$ cat src/rtl/mem_port_arbiter_if.sv
// Requester/memory bus bundle for mem_port_arbiter.
// The arbiter binds to the slave modport; requesters and the memory model use master.
interface mem_port_arbiter_if;
  logic        REQ0, REQ1;
  logic        WE0, WE1;
  logic [15:0] ADDR0, ADDR1;
  logic [15:0] WD0, WD1;
  logic        ACK0, ACK1;
  logic [15:0] RDATA;
  logic [15:0] MA;
  logic [15:0] MWD;
  logic        MWE;
  logic [15:0] MRD;
  logic        BUSY;
  logic        OWNER;

  modport slave (
    input  REQ0, REQ1, WE0, WE1, ADDR0, ADDR1, WD0, WD1, MRD,
    output ACK0, ACK1, RDATA, MA, MWD, MWE, BUSY, OWNER
  );

  modport master (
    output REQ0, REQ1, WE0, WE1, ADDR0, ADDR1, WD0, WD1, MRD,
    input  ACK0, ACK1, RDATA, MA, MWD, MWE, BUSY, OWNER
  );
endinterface

$ cat src/rtl/mem_port_arbiter.sv
// Round-robin arbiter sharing a single-port 16-bit memory between two requesters.
// Serialises accesses, sequences memory read latency and returns a one-cycle ACK.
module mem_port_arbiter #(
  parameter int unsigned MEM_LAT = 1
) (
  input logic           CK,
  input logic           RST,
  mem_port_arbiter_if.slave bus
);

  localparam int unsigned DW = 16;
  localparam int unsigned CW = 2;

  localparam logic [1:0] S_IDLE   = 2'd0;
  localparam logic [1:0] S_ACCESS = 2'd1;
  localparam logic [1:0] S_WAIT   = 2'd2;
  localparam logic [1:0] S_DONE   = 2'd3;

  localparam logic [CW-1:0] LAT_LOAD = (MEM_LAT >= 2) ? CW'(MEM_LAT - 2) : '0;

  logic [1:0]    state_q, state_d;
  logic [CW-1:0] ctr_q, ctr_d;
  logic          owner_q, owner_d;
  logic          we_q, we_d;
  logic [DW-1:0] ma_q, ma_d;
  logic [DW-1:0] mwd_q, mwd_d;
  logic          mwe_q, mwe_d;
  logic [DW-1:0] rdata_q, rdata_d;
  logic          ack0_q, ack0_d;
  logic          ack1_q, ack1_d;
  logic          busy_q, busy_d;
  logic          win;

  always_ff @(posedge CK or negedge RST) begin
    if (!RST) begin
      state_q <= S_IDLE;
      ctr_q   <= '0;
      owner_q <= 1'b1;
      we_q    <= 1'b0;
      ma_q    <= '0;
      mwd_q   <= '0;
      mwe_q   <= 1'b0;
      rdata_q <= '0;
      ack0_q  <= 1'b0;
      ack1_q  <= 1'b0;
      busy_q  <= 1'b0;
    end else begin
      state_q <= state_d;
      ctr_q   <= ctr_d;
      owner_q <= owner_d;
      we_q    <= we_d;
      ma_q    <= ma_d;
      mwd_q   <= mwd_d;
      mwe_q   <= mwe_d;
      rdata_q <= rdata_d;
      ack0_q  <= ack0_d;
      ack1_q  <= ack1_d;
      busy_q  <= busy_d;
    end
  end

  // Outputs are computed from the next state so every pin comes straight off a flop.
  always_comb begin
    state_d = state_q;
    ctr_d   = ctr_q;
    owner_d = owner_q;
    we_d    = we_q;
    ma_d    = ma_q;
    mwd_d   = mwd_q;
    mwe_d   = 1'b0;
    rdata_d = rdata_q;
    win     = owner_q;

    unique case (state_q)
      S_IDLE: begin
        if (bus.REQ0 | bus.REQ1) begin
          // On a tie the requester not served last wins.
          win     = (bus.REQ0 & bus.REQ1) ? ~owner_q : bus.REQ1;
          owner_d = win;
          we_d    = win ? bus.WE1 : bus.WE0;
          ma_d    = win ? bus.ADDR1 : bus.ADDR0;
          if (we_d) mwd_d = win ? bus.WD1 : bus.WD0;
          mwe_d   = we_d;
          state_d = S_ACCESS;
        end
      end
      S_ACCESS: begin
        if (we_q) begin
          state_d = S_DONE;
        end else if (MEM_LAT <= 1) begin
          rdata_d = bus.MRD;
          state_d = S_DONE;
        end else begin
          ctr_d   = LAT_LOAD;
          state_d = S_WAIT;
        end
      end
      S_WAIT: begin
        if (ctr_q == '0) begin
          rdata_d = bus.MRD;
          state_d = S_DONE;
        end else begin
          ctr_d = ctr_q - CW'(1);
        end
      end
      S_DONE:  state_d = S_IDLE;
      default: state_d = S_IDLE;
    endcase

    ack0_d = (state_d == S_DONE) & ~owner_d;
    ack1_d = (state_d == S_DONE) &  owner_d;
    busy_d = (state_d != S_IDLE);
  end

  assign bus.ACK0  = ack0_q;
  assign bus.ACK1  = ack1_q;
  assign bus.RDATA = rdata_q;
  assign bus.MA    = ma_q;
  assign bus.MWD   = mwd_q;
  assign bus.MWE   = mwe_q;
  assign bus.BUSY  = busy_q;
  assign bus.OWNER = owner_q;

endmodule

$ cat src/flat_wrapper.sv
// flat-port wrapper written by rule: the top's interface ports become plain ports
module mem_port_arbiter_flat 
#(
  parameter int unsigned MEM_LAT = 1
)
  (CK, RST, bus_REQ0, bus_REQ1, bus_WE0, bus_WE1, bus_ADDR0, bus_ADDR1, bus_WD0, bus_WD1, bus_MRD, bus_ACK0, bus_ACK1, bus_RDATA, bus_MA, bus_MWD, bus_MWE, bus_BUSY, bus_OWNER);
  mem_port_arbiter_if bus_i ();
  input logic CK;
  input logic RST;
  input wire logic [$bits(bus_i.REQ0)-1:0] bus_REQ0;
  input wire logic [$bits(bus_i.REQ1)-1:0] bus_REQ1;
  input wire logic [$bits(bus_i.WE0)-1:0] bus_WE0;
  input wire logic [$bits(bus_i.WE1)-1:0] bus_WE1;
  input wire logic [$bits(bus_i.ADDR0)-1:0] bus_ADDR0;
  input wire logic [$bits(bus_i.ADDR1)-1:0] bus_ADDR1;
  input wire logic [$bits(bus_i.WD0)-1:0] bus_WD0;
  input wire logic [$bits(bus_i.WD1)-1:0] bus_WD1;
  input wire logic [$bits(bus_i.MRD)-1:0] bus_MRD;
  output wire logic [$bits(bus_i.ACK0)-1:0] bus_ACK0;
  output wire logic [$bits(bus_i.ACK1)-1:0] bus_ACK1;
  output wire logic [$bits(bus_i.RDATA)-1:0] bus_RDATA;
  output wire logic [$bits(bus_i.MA)-1:0] bus_MA;
  output wire logic [$bits(bus_i.MWD)-1:0] bus_MWD;
  output wire logic [$bits(bus_i.MWE)-1:0] bus_MWE;
  output wire logic [$bits(bus_i.BUSY)-1:0] bus_BUSY;
  output wire logic [$bits(bus_i.OWNER)-1:0] bus_OWNER;
  assign bus_i.REQ0 = bus_REQ0;
  assign bus_i.REQ1 = bus_REQ1;
  assign bus_i.WE0 = bus_WE0;
  assign bus_i.WE1 = bus_WE1;
  assign bus_i.ADDR0 = bus_ADDR0;
  assign bus_i.ADDR1 = bus_ADDR1;
  assign bus_i.WD0 = bus_WD0;
  assign bus_i.WD1 = bus_WD1;
  assign bus_i.MRD = bus_MRD;
  assign bus_ACK0 = bus_i.ACK0;
  assign bus_ACK1 = bus_i.ACK1;
  assign bus_RDATA = bus_i.RDATA;
  assign bus_MA = bus_i.MA;
  assign bus_MWD = bus_i.MWD;
  assign bus_MWE = bus_i.MWE;
  assign bus_BUSY = bus_i.BUSY;
  assign bus_OWNER = bus_i.OWNER;
  mem_port_arbiter #(.MEM_LAT(MEM_LAT)) u_core (.CK(CK), .RST(RST), .bus(bus_i));
endmodule
$ cat config.mk
export PLATFORM = sky130hd
export DESIGN_NAME = mem_port_arbiter_flat
export DESIGN_NICKNAME = d
export VERILOG_FILES = /design/src/rtl/mem_port_arbiter_if.sv /design/src/rtl/mem_port_arbiter.sv /design/src/flat_wrapper.sv
export SDC_FILE = /design/constraint.sdc
export NUM_CORES = 1
export LEC_CHECK = 0
export BUFFER_PORTS_ARGS = -buffer_cell sky130_fd_sc_hd__buf_2
export CELL_PAD_IN_SITES_DETAIL_PLACEMENT = 1
export CELL_PAD_IN_SITES_GLOBAL_PLACEMENT = 2
export CORE_ASPECT_RATIO = 0.6
export CORE_UTILIZATION = 30
export DETAILED_ROUTE_END_ITERATION = 10
export HOLD_SLACK_MARGIN = 0.06
export PLACE_DENSITY_LB_ADDON = 0.1
export REMOVE_ABC_BUFFERS = 1
export SYNTH_ARGS = -nofsm -noshare
export SYNTH_HDL_FRONTEND = slang
export SYNTH_SLANG_ARGS = --single-unit
$ cat constraint.sdc
create_clock -name CK -period 4.7 [get_ports CK]
set_input_delay 1.41 -clock CK [delete_from_list [all_inputs] [get_ports CK]]
set_output_delay 1.41 -clock CK [all_outputs]
set_load 0.01 [all_outputs]
==> out/results.tsv, run 1 <==
metric	value	unit
worst_pin_slew	1.07	ns
synth_seq_area_share	54.4	%
synthTopCellsByCount	dfrtp_1, mux2_2, mux2_4	
vias	1961	
totalWireLength	6440	um
ys.flop_type	dfrtp_1	
drv_slew	0	
vias_per_cell	4.34	
startpoint_type	primary input	
antenna_found_initial	0	
slew-limit-headroom	28.3	%
postRouteAntennaNets	0	
grt_setup_unrepaired	no	
pre_cts_ws	1.55	ns
clk_latency	0.32	ns
crit_chain	buf_2 -> nor2b_1 -> o32ai_4 -> mux2_2	
min-delay-path-class	reg -> reg	
gp_congestion	0.659	
finClkSkew	0.00469	ns
clkSinkCount	58	
grt_pass1_vias	1922	
outcome	complete, no violations	
die_w	124	um
p_leak	1.96	nW
first_pass_iters	4	
power.density	668	mW/mm2
coreArea	0.00856	mm2
numPortBuffers	138	
final.period_utilization	58.8	%
ios	139	
synth_top_area_share	53.4	%
dpl_cell_area	0.00345	mm2
nets	427	
clockBufferDepth	2	
finish.instance_area	0.00374	mm2
slowest_delay	0.84	ns
final_cells	452	
drc	0	
required	4.90	ns
start_util	31.2	%
setup_violations	0	
ctsHoldBuffers	0	
htreeDepth	3	
first_iter_violations	68	
synth.distinct_cells	28	
worst_setup_path_end_kind	flip-flop	
fmax	362	MHz
period_needed	2.76	ns
ys_ff_latch	58	
die_area	0.00929	mm2
postCtsSetupRepairBufs	0	
arrival	2.97	ns
netlist_area	0.00267	mm2
track_usage	14.7	%
synth-edff-count	0	
power.total	2.50	mW
tns	0	ns
vdd_ir_drop_max	0.000275	V
cts_resized	0	
netlist_top_cells_area	dfrtp_1, mux2_4, mux2_2	
critPathMaxFanout	18	
syn_area_per_cell	13.8	um2
path_clk_slew	0.05	ns
worst_slack	1.94	ns
grt_max_degree	38	
dp.cells	437	
num_antenna_cells	0	
hpwl	4850	um
drive_gt1_share	60.6	%
routedWlPerCell	14.2	um
synthCells	194	
hold_viol_final	0	
syn2layout_area_growth	40.0	%
synth_warnings	0	
numCtsBuffers	9	
critPathKind	in -> reg	
yosys.area.top_type	dfrtp_1	
fill_cells	963	
grt_overflow	0	
die_h	75.1	um
slowest_stage	o32ai_4	
num_rows	26	
grt_first_pass_wirelength	9810	um
synthArstFlopShare	100	%
tritoncts	done	
cts_root_buf	clkbuf_16	
synth_most_common_cell	dfrtp_1	
maxCapViolCount	0	
==> sequential cells by signal, indices dropped and copies added, names as in the netlist <==
register and count:
u_core.bus.BUSY 1, u_core.bus.MWD 16, u_core.bus.OWNER 1, u_core.we_q 1, u_core.bus.RDATA 16, u_core.bus.ACK0 1
u_core.ctr_q 2, u_core.bus.ACK1 1, u_core.bus.MA 16, u_core.state_q 2, u_core.bus.MWE 1
==> metal layers <==
metal / up-vias / share of wire, % / global-route usage, %
met2: 77 / 42 / 21.0
met1: 914 / 47 / 19.3
met5: - / 0 / 0
li1: 963 / - / -
met3: 7 / 9.0 / 7.05
met4: 0 / 1.3 / 5.22
==> metrics by stage <==
stage               hold WS [ns]  utilization (%)
floorplan                  0.446                -
global placement           0.460             40.3
detailed placement         0.465             40.3
CTS                        0.476             43.7
global route               0.493             43.7
finish                     0.469             43.7
==> cells in the final DEF, fill, tap and decap left out <==
cell type / synthesis / routed
clkinv_2: 0 / 2
buf_4: 1 / 2
xnor2_1: 1 / 1
o32ai_4: 1 / 1
nor2b_1: 1 / 1
o21ai_2: 0 / 1
mux2i_1: 16 / 16
mux2_2: 27 / 27
a21o_1: 1 / 1
o21ai_0: 18 / 18
buf_2: 1 / 138
nand2b_1: 1 / 1
nor2_1: 1 / 1
nor3_1: 1 / 1
ha_1: 5 / 5
nand3_1: 1 / 1
or2_2: 1 / 1
dfstp_2: 1 / 1
clkbuf_8: 0 / 1
and3b_1: 1 / 1
a21bo_2: 0 / 1
clkbuf_16: 0 / 9
bufinv_16: 0 / 1
and3_1: 1 / 1
inv_1: 5 / 5
a22oi_1: 1 / 1
clkbuf_1: 3 / 2
mux2_4: 21 / 21
a22o_1: 1 / 1
nand2_1: 20 / 20
dfrtp_1: 57 / 57
==> cell type report <==
type / count / area (um2) / share of cell area, %
repair buffers: 140 / 706 / 18.9
flip-flops and latches: 58 / 1450 / 38.9
clock inverters: 3 / 40.0 / 1.07
multi-input cells: 122 / 1130 / 30.3
inverters: 5 / 18.8 / 0.502
well taps: 112 / 140 / 3.75
clock buffers: 12 / 246 / 6.60
==> path summary, 6_finish.rpt <==
check	endpoint	from	slack (ns)	cells after the start
worst min register to register	u_core.bus.MA[7]	u_core.bus.MA[7]	0.47	2
min in group asynchronous	u_core.bus.MA[11]	RST	1.19	1
max in group asynchronous	u_core.bus.MWD[5]	RST	2.69	2
worst min-delay path	u_core.bus.MA[7]	u_core.bus.MA[7]	0.47	2
worst max-delay path	u_core.bus.MWD[9]	bus_REQ1	1.94	4
worst max register to register	u_core.bus.MWD[9]	u_core.state_q[0]	2.34	5
==> power breakdown <==
part           internal [mW]  total (mW)  switching (mW)
Combinational          0.518        1.02           0.500
Sequential             0.747       0.859           0.112
Clock                  0.418       0.621           0.202
Total                   1.68        2.50           0.815
==> cell families after synthesis <==
group	after synthesis	share of synthesized area (%)
multiplexers	64	29.2
flip-flops	58	54.4
AND/OR/NAND/NOR	28	4.59
AO/OA/AOI/OAI	24	5.86
buffers and inverters	14	3.28
adder cells (fa/ha/maj)	5	2.34
XOR/XNOR	1	0.328
==> worst max-delay path, delay by kind of cell <==
| family | cells | cell delay (ns) |
|---|---|---|
| buf+inv | 1 | 0.13 |
| compound gates | 1 | 0.84 |
| mux | 1 | 0.42 |
| simple gates | 1 | 0.16 |
Power figures use the tool's default switching activity.
==> run 2, diff against run 1 <==
Settings changed: CORE_UTILIZATION 30 to 28.
Clock period 4.7 ns to 2.7 ns, I/O delays scaled along.
==> out/results.tsv, run 2 (synthesis results as in run 1) <==
metric	value	unit
outcome	finished, violations left	
violations	design-rule violations	
clkSinkCount	58	
cts_resized	0	
path_clk_slew	0.05	ns
gp_congestion	0.734	
min-delay-path-class	reg -> reg	
critPathKind	reg -> reg	
layout_common_cells	buf_2, dfrtp_1, mux2_2	
grt_setup_unrepaired	no	
clk_latency	0.32	ns
numPortBuffers	138	
setup_violations	0	
htreeDepth	3	
die_w	128	um
dpl_cell_area	0.00352	mm2
finClkSkew	0.00391	ns
ctsHoldBuffers	0	
totalWireLength	6970	um
track_usage	15.3	%
arrival	2.22	ns
nets	432	
cp.depth	6	
cp_top_family	buffers and inverters	
r2r_slack	0.68	ns
vias_per_cell	4.22	
drive_gt1_share	61.3	%
slowest_stage	dfrtp_1	
first_pass_iters	6	
power.density	1180	mW/mm2
startpoint	u_core.state_q[0]	
slew-limit-headroom	57.0	%
ios	139	
vias	2010	
start_util	29.0	%
postCtsSetupRepairBufs	0	
hold_viol_final	0	
cp_num_buf_inv	2	
ff2ff_path_depth	6	
worst_pin_slew	0.645	ns
fmax	495	MHz
multi_input_area	0.00113	mm2
antenna_found_initial	0	
coreArea	0.00922	mm2
critPathMaxFanout	18	
cts_root_buf	clkbuf_16	
num_antenna_cells	0	
hpwl	5370	um
required	2.90	ns
syn2layout_area_growth	43.9	%
tritoncts	done	
period_needed	2.02	ns
fin_util	41.6	%
clockBufferDepth	2	
grt_max_degree	34	
worst_setup_path_end_kind	flip-flop	
grt_pass1_vias	2246	
p_leak	2.01	nW
grt_first_pass_wirelength	11500	um
crit_chain	inv_1 -> ha_1 -> nand2_1 -> o32ai_4 -> buf_4 -> mux2_2	
drc	2	
slowest_delay	0.41	ns
finish.instance_area	0.00384	mm2
grt_overflow	0	
worstReg2RegStart	u_core.state_q[0]	
numCtsBuffers	9	
die_h	77.6	um
routedWlPerCell	14.6	um
final.period_utilization	74.9	%
postRouteAntennaNets	0	
first_iter_violations	33	
final_common_cell	buf_2	
num_rows	27	
vdd_ir_drop_max	0.000388	V
ff_latch_area	0.00145	mm2
fill_cells	1039	
r2r-end	u_core.bus.MWD[9]	
drv_slew	0	
setup.worst_path.end	u_core.bus.MWD[9]	
startpoint_type	flip-flop	
die_area	0.00994	mm2
tns	0	ns
power.total	4.52	mW
maxCapViolCount	0	
run 2: layout make-up:
cell class | count | area share (%)
flip-flops and latches | 58 | 37.8
multi-input cells | 122 | 29.5
repair buffers | 145 | 19.7
clock buffers | 15 | 7.49
well taps | 130 | 4.23
clock inverters | 1 | 0.782
inverters | 5 | 0.489
run 2: worst min path at each step:
| stage | from | end | slack, ns | depth (start not counted) |
|---|---|---|---|---|
| 5_1_grt | u_core.ctr_q[0] | u_core.ctr_q[0] | 0.51 | 1 |
| 3_3_place_gp | u_core.bus.MA[15] | u_core.bus.MA[15] | 0.46 | 2 |
| 6_report | u_core.bus.MA[6] | u_core.bus.MA[6] | 0.47 | 2 |
| 4_1_cts | u_core.bus.MA[9] | u_core.bus.MA[9] | 0.48 | 2 |
| 3_5_place_dp | u_core.bus.MA[9] | u_core.bus.MA[9] | 0.47 | 2 |
| 2_1_floorplan | u_core.ctr_q[0] | u_core.ctr_q[0] | 0.45 | 1 |
run 2: routing by layer:
layer | GRT usage [%] | vias to the layer above | wire length, um
li1 | - | 973 | -
met1 | 21.2 | 961 | 3540
met2 | 22.3 | 64 | 2970
met3 | 4.69 | 12 | 331
met4 | 6.00 | 0 | 121
met5 | 0 | - | 0
run 2: stage by stage:
stage / setup WS, ns / std cells / hold WS, ns
floorplan: -0.206 / 185 / 0.446
global placement: 0.533 / 460 / 0.459
detailed placement: 0.487 / 460 / 0.468
CTS: 0.644 / 476 / 0.479
global route: 0.589 / 476 / 0.508
finish: 0.678 / 476 / 0.474
run 2: report_power, final:
| group | total, mW | switching, mW | internal (mW) |
|---|---|---|---|
| Clock | 1.19 | 0.378 | 0.815 |
| Sequential | 1.51 | 0.207 | 1.30 |
| Combinational | 1.82 | 0.886 | 0.935 |
run 2: tightest hold or removal path, delay by kind of cell, from the launching register on:
kind	cells	cell delay, ns
flip-flops	1	0.33
AND/OR/NAND/NOR	1	0.04
AO/OA/AOI/OAI	1	0.06
==> run 3, diff against run 2 <==
Settings changed: CORE_UTILIZATION 28 to 25.
Clock period 2.7 ns to 1.85 ns, I/O delays scaled along.
==> out/results.tsv, run 3 (synthesis results as in run 1) <==
metric	value	unit
final.period_utilization	97.0	%
required	2.06	ns
arrival	2.00	ns
die_h	82.1	um
power.density	1670	mW/mm2
antenna_found_initial	0	
timing.hold.ws	0.165	ns
grt_pass1_vias	2140	
r2r_slack	0.06	ns
syn2layout_area_growth	48.8	%
finClkSkew	0.00655	ns
nets	443	
start_util	26.4	%
p_leak	2.06	nW
min-delay-path-class	in -> async	
ios	139	
num_antenna_cells	0	
worst_slack	0.0550	ns
first_iter_violations	48	
clockBufferDepth	2	
startpoint_type	flip-flop	
critPathKind	reg -> reg	
drive_gt1_share	62.7	%
grt_first_pass_wirelength	11700	um
layout_common_cells	buf_2, dfrtp_1, mux2_2	
drv_slew	0	
numPortBuffers	138	
gp_congestion	0.672	
numCtsBuffers	9	
grt_setup_unrepaired	no	
worst_setup_path_end_kind	flip-flop	
critPathMaxFanout	6	
track_usage	14.2	%
clkSinkCount	58	
power.internal	4.46	mW
finish.instance_area	0.00397	mm2
vias_per_cell	4.14	
routedWlPerCell	15.1	um
path_clk_slew	0.05	ns
pre_cts_ws	-0.0159	ns
worst_pin_slew	0.421	ns
maxCapViolCount	0	
grt_max_degree	34	
worstReg2RegStart	u_core.state_q[1]	
ff2ff_path_depth	7	
tritoncts	done	
first_pass_iters	3	
postRouteAntennaNets	0	
vias	2035	
sw_frac_of_total	33.0	%
die_w	135	um
comb_power_share	44.2	%
final_common_cell	buf_2	
grt_overflow	0	
drc	0	
vdd_ir_drop_max	0.000526	V
hold_viol_final	0	
r2r-end	u_core.bus.MWD[15]	
die_area	0.0111	mm2
htreeDepth	3	
period_needed	1.79	ns
tns	0	ns
power.total	6.65	mW
ff_latch_area	0.00145	mm2
cts_root_buf	clkbuf_16	
coreArea	0.0101	mm2
slew-limit-headroom	72.0	%
num_rows	28	
p_clk_share	22.8	%
totalWireLength	7450	um
hpwl	5650	um
power_frac_seq	33.0	%
setup_violations	0	
outcome	complete, no violations	
fmax	557	MHz
p_sw	2.19	mW
multi_input_area	0.00114	mm2
fill_cells	1128	
clk_latency	0.32	ns
dpl_cell_area	0.00365	mm2
## run 3: cell types whose count changed in the layout (fill, tap and decap cells not counted), moves of 2 or more
cell | before | now
buf_12 | 1 | 6
buf_4 | 6 | 10
clkbuf_1 | 2 | 5
clkbuf_8 | 4 | 2
inv_1 | 5 | 3
inv_2 | 0 | 2
## run 3: timing repair
item | in CTS | in global routing
setup buffers | 0 | 1
hold buffers | 0 | 0
hold endpoints to repair | 0 | 0
resized for setup | 0 | 5
endpoints found under the setup margin | 0 | 12
## run 3: worst max-delay path by stage
| stage | slack [ns] | end | start |
|---|---|---|---|
| final | 0.06 | u_core.bus.MWD[15] | u_core.state_q[1] |
| after global routing | 0.001 | u_core.bus.MWD[15] | u_core.state_q[1] |
| after CTS | 0.05 | u_core.bus.MWD[4] | u_core.state_q[1] |
| after detailed placement | -0.02 | u_core.bus.MWD[8] | bus_REQ1 |
| after global placement | 0.01 | u_core.bus.MWD[8] | bus_REQ1 |
| after floorplan | -0.80 | u_core.bus.MWD[1] | bus_REQ1 |
## run 3: worst max-delay path: stages (launching register included)
cell and delay [ns]:
dfrtp_1 0.39, inv_2 0.08, ha_2 0.18, nand2_2 0.08, o32ai_4 0.31, buf_12 0.16
clkbuf_16 0.15, mux2_2 0.32
## run 3: metrics by stage
| step | std cells | util, % |
|---|---|---|
| finish | 492 | 39.2 |
| global route | 492 | 39.2 |
| CTS | 490 | 38.7 |
| detailed placement | 474 | 36.0 |
| global placement | 474 | 36.0 |
| floorplan | 185 | - |
## run 3: power groups by stage
stage / Sequential [mW] / Combinational, mW / Clock [mW]
detailed placement: 2.20 / 2.93 / 0
global placement: 2.18 / 2.90 / 0
finish: 2.19 / 2.94 / 1.52
global route: 2.28 / 3.23 / 1.64
CTS: 2.20 / 2.93 / 1.59
floorplan: 2.47 / 1.34 / 0
## run 3: area by class of cell
cell class              instances  share of cell area [%]
clock buffers                  16                    6.83
inverters                       5                   0.472
multi-input cells             122                    28.7
flip-flops and latches         58                    36.6
well taps                     135                    4.25
repair buffers                156                    23.2
## run 3: per-layer routing
metal  vias to the layer above  GRT usage [%]  routed length [um]
met3                         7           5.62                 493
met1                       967           19.6                3710
met4                         0           4.04                  54
li1                        996              -                   -
met2                        65           20.2                3190
met5                         -              0                   0
